**config.mk**
```make
export PLATFORM = sky130hd
export DESIGN_NAME = decode_imm_stage
export DESIGN_NICKNAME = d
export VERILOG_FILES = /design/src/rtl/decode_imm_stage.sv
export SDC_FILE = /design/constraint.sdc
export NUM_CORES = 1
export LEC_CHECK = 0
export CAP_MARGIN = 10
export CORE_ASPECT_RATIO = 0.75
export CORE_UTILIZATION = 52
export DETAILED_ROUTE_END_ITERATION = 12
export MAX_ROUTING_LAYER = met4
export PLACE_DENSITY = 0.92
export RECOVER_POWER = 25
export SLEW_MARGIN = 10
export SYNTH_ARGS = -nofsm -noshare
export SYNTH_HDL_FRONTEND = slang
export SYNTH_SLANG_ARGS = --single-unit
```
**constraint.sdc**
```tcl
create_clock -name clk -period 5.9 [get_ports clk]
set_input_delay 0.59 -clock clk [delete_from_list [all_inputs] [get_ports clk]]
set_output_delay 0.59 -clock clk [all_outputs]
set_load 0.02 [all_outputs]
```
**src/rtl/decode_imm_stage.sv**
```systemverilog
// Decode-stage skid buffer feeding sign_extender: 2-entry FIFO with per-head immediate decode,
// flush, and a wrapping retired-instruction counter.
module decode_imm_stage #(
    parameter int unsigned DEPTH = 2,
    parameter int unsigned CNT_W = 16
) (
    input  logic             clk,
    input  logic             rst_n,
    input  logic             flush,
    input  logic             in_valid,
    input  logic [31:0]      in_instr,
    output logic             in_ready,
    output logic             out_valid,
    input  logic             out_ready,
    output logic [5:0]       out_opcode,
    output logic [23:0]      out_imm24,
    output logic             out_signop,
    output logic [CNT_W-1:0] retired_cnt
);

    typedef enum logic [1:0] {StEmpty, StOne, StFull} state_e;

    state_e           state_q, state_d;
    logic [31:0]      buf_q [DEPTH];
    logic [31:0]      buf_d [DEPTH];
    logic [CNT_W-1:0] retired_q, retired_d;
    logic             push, pop;
    logic [31:0]      head;
    logic [5:0]       op;
    logic             unused_head;

    assign in_ready    = (state_q != StFull);
    assign out_valid   = (state_q != StEmpty);
    assign push        = in_valid & in_ready & ~flush;
    assign pop         = out_valid & out_ready & ~flush;
    assign retired_cnt = retired_q;

    // buf[0] is always the head; buf[1] only holds data in StFull.
    always_comb begin
        state_d   = state_q;
        buf_d     = buf_q;
        retired_d = retired_q;
        if (flush) begin
            state_d = StEmpty;
        end else begin
            unique case (state_q)
                StEmpty: begin
                    if (push) begin
                        state_d  = StOne;
                        buf_d[0] = in_instr;
                    end
                end
                StOne: begin
                    if (push && pop) begin
                        buf_d[0] = in_instr;
                    end else if (push) begin
                        state_d  = StFull;
                        buf_d[1] = in_instr;
                    end else if (pop) begin
                        state_d = StEmpty;
                    end
                end
                StFull: begin
                    if (pop) begin
                        state_d  = StOne;
                        buf_d[0] = buf_q[1];
                    end
                end
                default: state_d = StEmpty;
            endcase
        end
        if (pop) begin
            retired_d = retired_q + CNT_W'(1);
        end
    end

    always_ff @(posedge clk) begin
        if (!rst_n) begin
            state_q   <= StEmpty;
            retired_q <= '0;
        end else begin
            state_q   <= state_d;
            retired_q <= retired_d;
        end
    end

    // Payload needs no reset: it is only observed while state says it is valid.
    always_ff @(posedge clk) begin
        buf_q <= buf_d;
    end

    assign head        = buf_q[0];
    assign op          = head[31:26];
    assign unused_head = ^head[25:24];

    always_comb begin
        out_opcode = '0;
        out_imm24  = '0;
        out_signop = 1'b0;
        if (out_valid) begin
            out_opcode = op;
            unique case (op[5:4])
                2'b11: begin
                    out_imm24  = head[23:0];
                    out_signop = 1'b1;
                end
                2'b01: begin
                    // Odd I-class opcodes zero-extend the 16-bit field.
                    out_signop = ~op[0];
                    out_imm24  = {{8{head[15] & ~op[0]}}, head[15:0]};
                end
                default: begin
                    out_imm24  = '0;
                    out_signop = 1'b0;
                end
            endcase
        end
    end

endmodule

```
# Yosys cells after proc, flatten, opt, wreduce, memory -nomap -nowiden
# Index checks and enable logic that the tools add are counted.
dict set report classes {
  addsub 1
  n_eq_ne 10
  n_mux 15
  bitwise_logic 9
  n_reduce_logical 8
}
# operator n
set ops {}
lappend ops {{32-bit 2-to-1 mux} 3}
lappend ops {{32-bit case mux with 3 select lines} 1}
lappend ops {{24-bit case mux with 2 select lines} 1}
lappend ops {{24-bit 2-to-1 mux} 1}
lappend ops {{16-bit by 1-bit adder with 16-bit output (second input constant)} 1}
lappend ops {{2-bit 2-to-1 mux} 5}
lappend ops {{2-bit inequality test (second input constant)} 5}
lappend ops {{4-bit AND reduction} 2}
lappend ops {{6-bit 2-to-1 mux} 1}
lappend ops {{2-bit case mux with 3 select lines} 1}
lappend ops {{1-bit AND} 5}
lappend ops {{5-bit AND reduction} 1}
lappend ops {{2-bit by 1-bit == test with 1-bit output (second input constant)} 2}
lappend ops {{2-bit == test (second input constant)} 2}
lappend ops {{1-bit NOT} 4}
lappend ops {{3-bit inequality test (second input constant)} 1}
lappend ops {{3-bit nonzero test} 1}
lappend ops {{2-bit logical NOT} 1}
lappend ops {{1-bit case mux with 2 select lines} 1}
lappend ops {{2-bit nonzero test} 1}
lappend ops {{2-bit OR reduction} 1}
lappend ops {{1-bit logical AND} 1}
lappend ops {{1-bit 2-to-1 mux} 1}
dict set report word_totals {
  reg_bits 82
  in_bits 37
  output_inout_bits 49
  word_cells 47
}

# Depth between registers and ports, before layout
dict set report logic_depth {
  word_depth 7
  ltp_mapped 5
  depth_no_buf 5
}

# Worst setup path after synthesis
# Ideal clock, no wire load.
dict set report synth_path {
  kind {input port to flip-flop}
  start {input port in_valid}
  end {register buf_q[0] in the netlist's numbering (enable)}
  setup_ns 0.464
  arrival_ns 3.091
  t_required_ns 5.436
  path_slack_ns 2.345
  cell_stages 2
  path_buffers 0
  path_cell_list {nor2b_1 -> nor3b_1}
}
dict set report synth_between {
  elab_chain_len 5
}
# item line
set synth_rtl {}
lappend synth_rtl {{from (decl)} 10} ;# input logic in_valid,
lappend synth_rtl {{1-bit AND * (2 in a row)} 34} ;# assign push = in_valid & in_ready & ~flush;
lappend synth_rtl {{1-bit logical AND} 54} ;# if (push && pop) begin
lappend synth_rtl {{1-bit NOT (no line)} --}
lappend synth_rtl {{4-bit AND reduction (no line) *} --}
lappend synth_rtl {{to (signal assigned)} 89} ;# buf_q <= buf_d;
lappend synth_rtl {{to (decl)} 24} ;# logic [31:0] buf_q [DEPTH];
# Every way passes the cells marked *; elsewhere a longest branch is shown, timed or not.
# A chain may end at the register's enable or synchronous reset.

# Worst setup path in the final report
dict set report layout_path {
  start {register state_q[1]}
  end {output port out_imm24[21]}
}
dict set report layout_between {
  elab_chain_len 2
}
# item line
set layout_rtl {}
lappend layout_rtl {{from (decl)} 23} ;# state_e state_q, state_d;
lappend layout_rtl {{from (signal assigned)} 79} ;# state_q <= StEmpty;
lappend layout_rtl {{from (signal assigned)} 82} ;# state_q <= state_d;
lappend layout_rtl {{2-bit nonzero test} 33} ;# assign out_valid = (state_q != StEmpty);
lappend layout_rtl {{24-bit 2-to-1 mux} 100} ;# if (out_valid) begin
lappend layout_rtl {{to (decl)} 16} ;# output logic [23:0] out_imm24,
# Every way passes these cells.

==> reports/metrics.cfg <==
[status]
status = complete, no violations

[layout]
area_growth_pct = 34.64
n_antenna_cell = 0
layout.nets = 369
finalCoreUtilization_pct = 74.26
layout-drive-gt1-share_pct = 13.99

[critical_path]
critical-path-max-stage-delay_ns = 0.65
timing.critical_path.max_delay_family = buffers and inverters
worst_setup_path_start_kind = flip-flop
cp_cell_sequence = nor2_1 > inv_1 > nand2_1 > a21oi_1 > clkdlybuf4s50_1
end_kind = primary output
crit_buf_inv = 2
cp_slowest_cell = sky130_fd_sc_hd__clkdlybuf4s50_1
critPathRequiredTime_ns = 5.31
timing.critical_path.fanout_max = 24
worst-setup-path-type = reg -> out
worst_ep_arrival_time_ns = 2.81

[sta]
finClkSkew_ns = 0.007426
totalNegativeSetupSlack_ns = 0
layout_worst_path_cycle_share_pct = 57.56
final_hold_viol_count = 0
tightestPinTransition_ns = 0.9784
grt_setup_unrepaired = false
max_freq_ghz = 0.2945
max-slew-margin-rel_pct = 34.63
slew_violations = 0
setup_viol = 0
layout_min_cycle_time_ns = 3.396

[synth]
post_synthesis_cell_area_mm2 = 0.003279
synth.yosys.seq_area_share_pct = 65.93
ys_seq_elements = 78
synthCells = 249
synth_area_per_cell_um2 = 13.17
synth.yosys.warnings = 0
synth_cell_type_count = 35
syn_nets = 287

[cts]
cts-root-to-sink-buffers = 2
post_cts.repair.setup_buffers = 0
cts_root_buffer = sky130_fd_sc_hd__clkbuf_8
numCtsBuffers = 9
holdBufCountCts = 0
cts_resized = 0
tritoncts = done
worstSkewPairLatency_ns = 0.33
numClockSinks = 78
clock_transition_at_the_register_clock_pins_on_the_worst_setup_and_hold_paths_after_cts_ns = 0.07
h_tree_level_count = 3

[grt]
gr-total-overflow = 0
via_count_of_the_first_global_routing_pass = 2306
grt_pass1_wl_um = 11080
grtUsageTotal_pct = 23.12
grt_antenna_before_repair = 0
grt_start_max_net_pins = 33

[run]
max_cap_viol_count = 0

[floorplan]
dieWidth_um = 93.70
initial_core_utilization_pct = 55.16
fp.dieArea_mm2 = 0.006632
design.portCount = 86
num_rows = 24
chipHeight_um = 70.78
core_mm2 = 0.005946

[routing]
route.detailed.wl_per_inst_um = 16.84
drt_iter0_drc = 98
drc_errors = 0
drt_wl_total_um = 6972
antenna_left = 0
drt-vias-per-instance = 5.587
via_count = 2313
drt_first_pass_iters = 4

[hold_path]
worst_hold_path_type = reg -> reg

[placement]
globalplace.congestion = 0.7735
dpl.hpwl_um = 4766
placement.io_buffers = 83

[power]
post-layout-total-power_mw = 1.140
p_leak_nw = 1.542
power.density_cell_area_mw_per_mm2 = 258.1
vdd.ir_drop.worst_uv = 186.4

stage by stage:
stage	setup slack, ns	std cells	instance area [µm²]	hold WS (ns)
after global routing	2.244	414	4415	0.5198
after CTS	2.528	414	4418	0.4916
after floorplan	2.345	249	3279	0.5232
final	2.504	414	4415	0.4900
after detailed placement	2.933	398	4189	0.4803
after global placement	3.010	398	4189	0.4532
power by group:
group	switching [mW]	total [mW]	leakage (nW)	internal, mW
clock network	0.178	0.456	0.113	0.279
registers	0.00463	0.609	0.696	0.604
logic	0.0367	0.0746	0.733	0.0378
total	0.219	1.14	1.54	0.921
sequential cells by signal (all words and copies together), names as in the netlist:
signal,count
state_q,2
buf_q,30
retired_cnt,16
head,30
cell usage after synthesis:
cell type	instances	share of area, %
sky130_fd_sc_hd__o31ai_1	3	0.69
sky130_fd_sc_hd__edfxtp_1	60	55
sky130_fd_sc_hd__buf_2	1	0.15
sky130_fd_sc_hd__xor2_1	3	0.80
sky130_fd_sc_hd__ha_1	1	0.38
sky130_fd_sc_hd__nor4b_1	1	0.27
sky130_fd_sc_hd__nand4_1	3	0.57
sky130_fd_sc_hd__o211ai_1	1	0.23
sky130_fd_sc_hd__o311ai_0	1	0.27
sky130_fd_sc_hd__nor4_1	2	0.38
sky130_fd_sc_hd__nand2_1	18	2.1
sky130_fd_sc_hd__buf_1	4	0.46
sky130_fd_sc_hd__nor3b_1	1	0.23
sky130_fd_sc_hd__nor3_1	2	0.31
sky130_fd_sc_hd__a21oi_1	19	2.9
sky130_fd_sc_hd__and2_1	6	1.1
sky130_fd_sc_hd__dfxtp_1	18	11
sky130_fd_sc_hd__mux2i_1	1	0.31
sky130_fd_sc_hd__nand3_1	6	0.92
sky130_fd_sc_hd__or4_1	4	0.92
sky130_fd_sc_hd__o41ai_1	1	0.27
sky130_fd_sc_hd__clkbuf_1	8	0.92
sky130_fd_sc_hd__nor2b_1	3	0.57
sky130_fd_sc_hd__and4_1	1	0.27
sky130_fd_sc_hd__mux2_2	31	11
sky130_fd_sc_hd__nor2_2	1	0.19
sky130_fd_sc_hd__and3_1	15	2.9
sky130_fd_sc_hd__nor2_1	9	1.0
sky130_fd_sc_hd__xnor2_1	3	0.80
sky130_fd_sc_hd__o22a_1	1	0.27
sky130_fd_sc_hd__nand3b_1	1	0.23
sky130_fd_sc_hd__or3_1	5	0.95
sky130_fd_sc_hd__inv_1	8	0.92
sky130_fd_sc_hd__nand2b_1	3	0.57
sky130_fd_sc_hd__o21ai_0	4	0.61
placed cells by master, fill, tap and decap left out, drive strengths merged, types with 8 or more instances in the layout:
cell,count
clkdlybuf4s50,42
edfxtp,60
clkbuf,11
nor2,10
nand2,18
inv,8
mux2,31
and3,15
dlygate4sd3,41
a21oi,19
dfxtp,18
kinds of logic after synthesis:
| kind of cell | share of synthesized area [%] |
|---|---|
| XOR/XNOR | 1.603 |
| AO/OA/AOI/OAI | 5.227 |
| AND/OR/NAND/NOR | 13.47 |
| adder cells (fa/ha/maj) | 0.3815 |
| flip-flops | 65.93 |
| buffers and inverters | 2.442 |
| multiplexers | 10.95 |
tightest hold or removal path: cells and delay by family, from the launching register on:
family	cells	cell delay (ns)
flops	1	0.32
mux	1	0.06
simple gates	1	0.06
layer usage:
metal | routed length, µm | GRT usage [%] | up-vias
met4 | 51 | 4.444 | 0
met3 | 493 | 7.957 | 6
met5 | 0 | - | -
met2 | 3501 | 37.31 | 90
met1 | 2927 | 28.57 | 1123
li1 | - | - | 1094
final timing paths:
kind | startpoint | end | slack (ns) | depth (start not counted)
worst max-delay path | state_q[1] | out_imm24[21] | 2.50 | 5
worst min-delay path | retired_cnt[15] | retired_cnt[15] | 0.49 | 2
worst max register to register | state_q[1] | retired_cnt[12] | 3.51 | 5
worst min register to register | retired_cnt[15] | retired_cnt[15] | 0.49 | 2
layout make-up:
cell class                 count  area, µm²
sequential                    78       2162
multi-input combinational    150       1059
clock inverter                 5      97.59
inverter                       8      30.03
clock buffer                  11      131.4
tap                           78      97.59
fill                         394       1530
timing repair buffer          84      838.3
No activity file was read; power rests on OpenSTA's default activity.
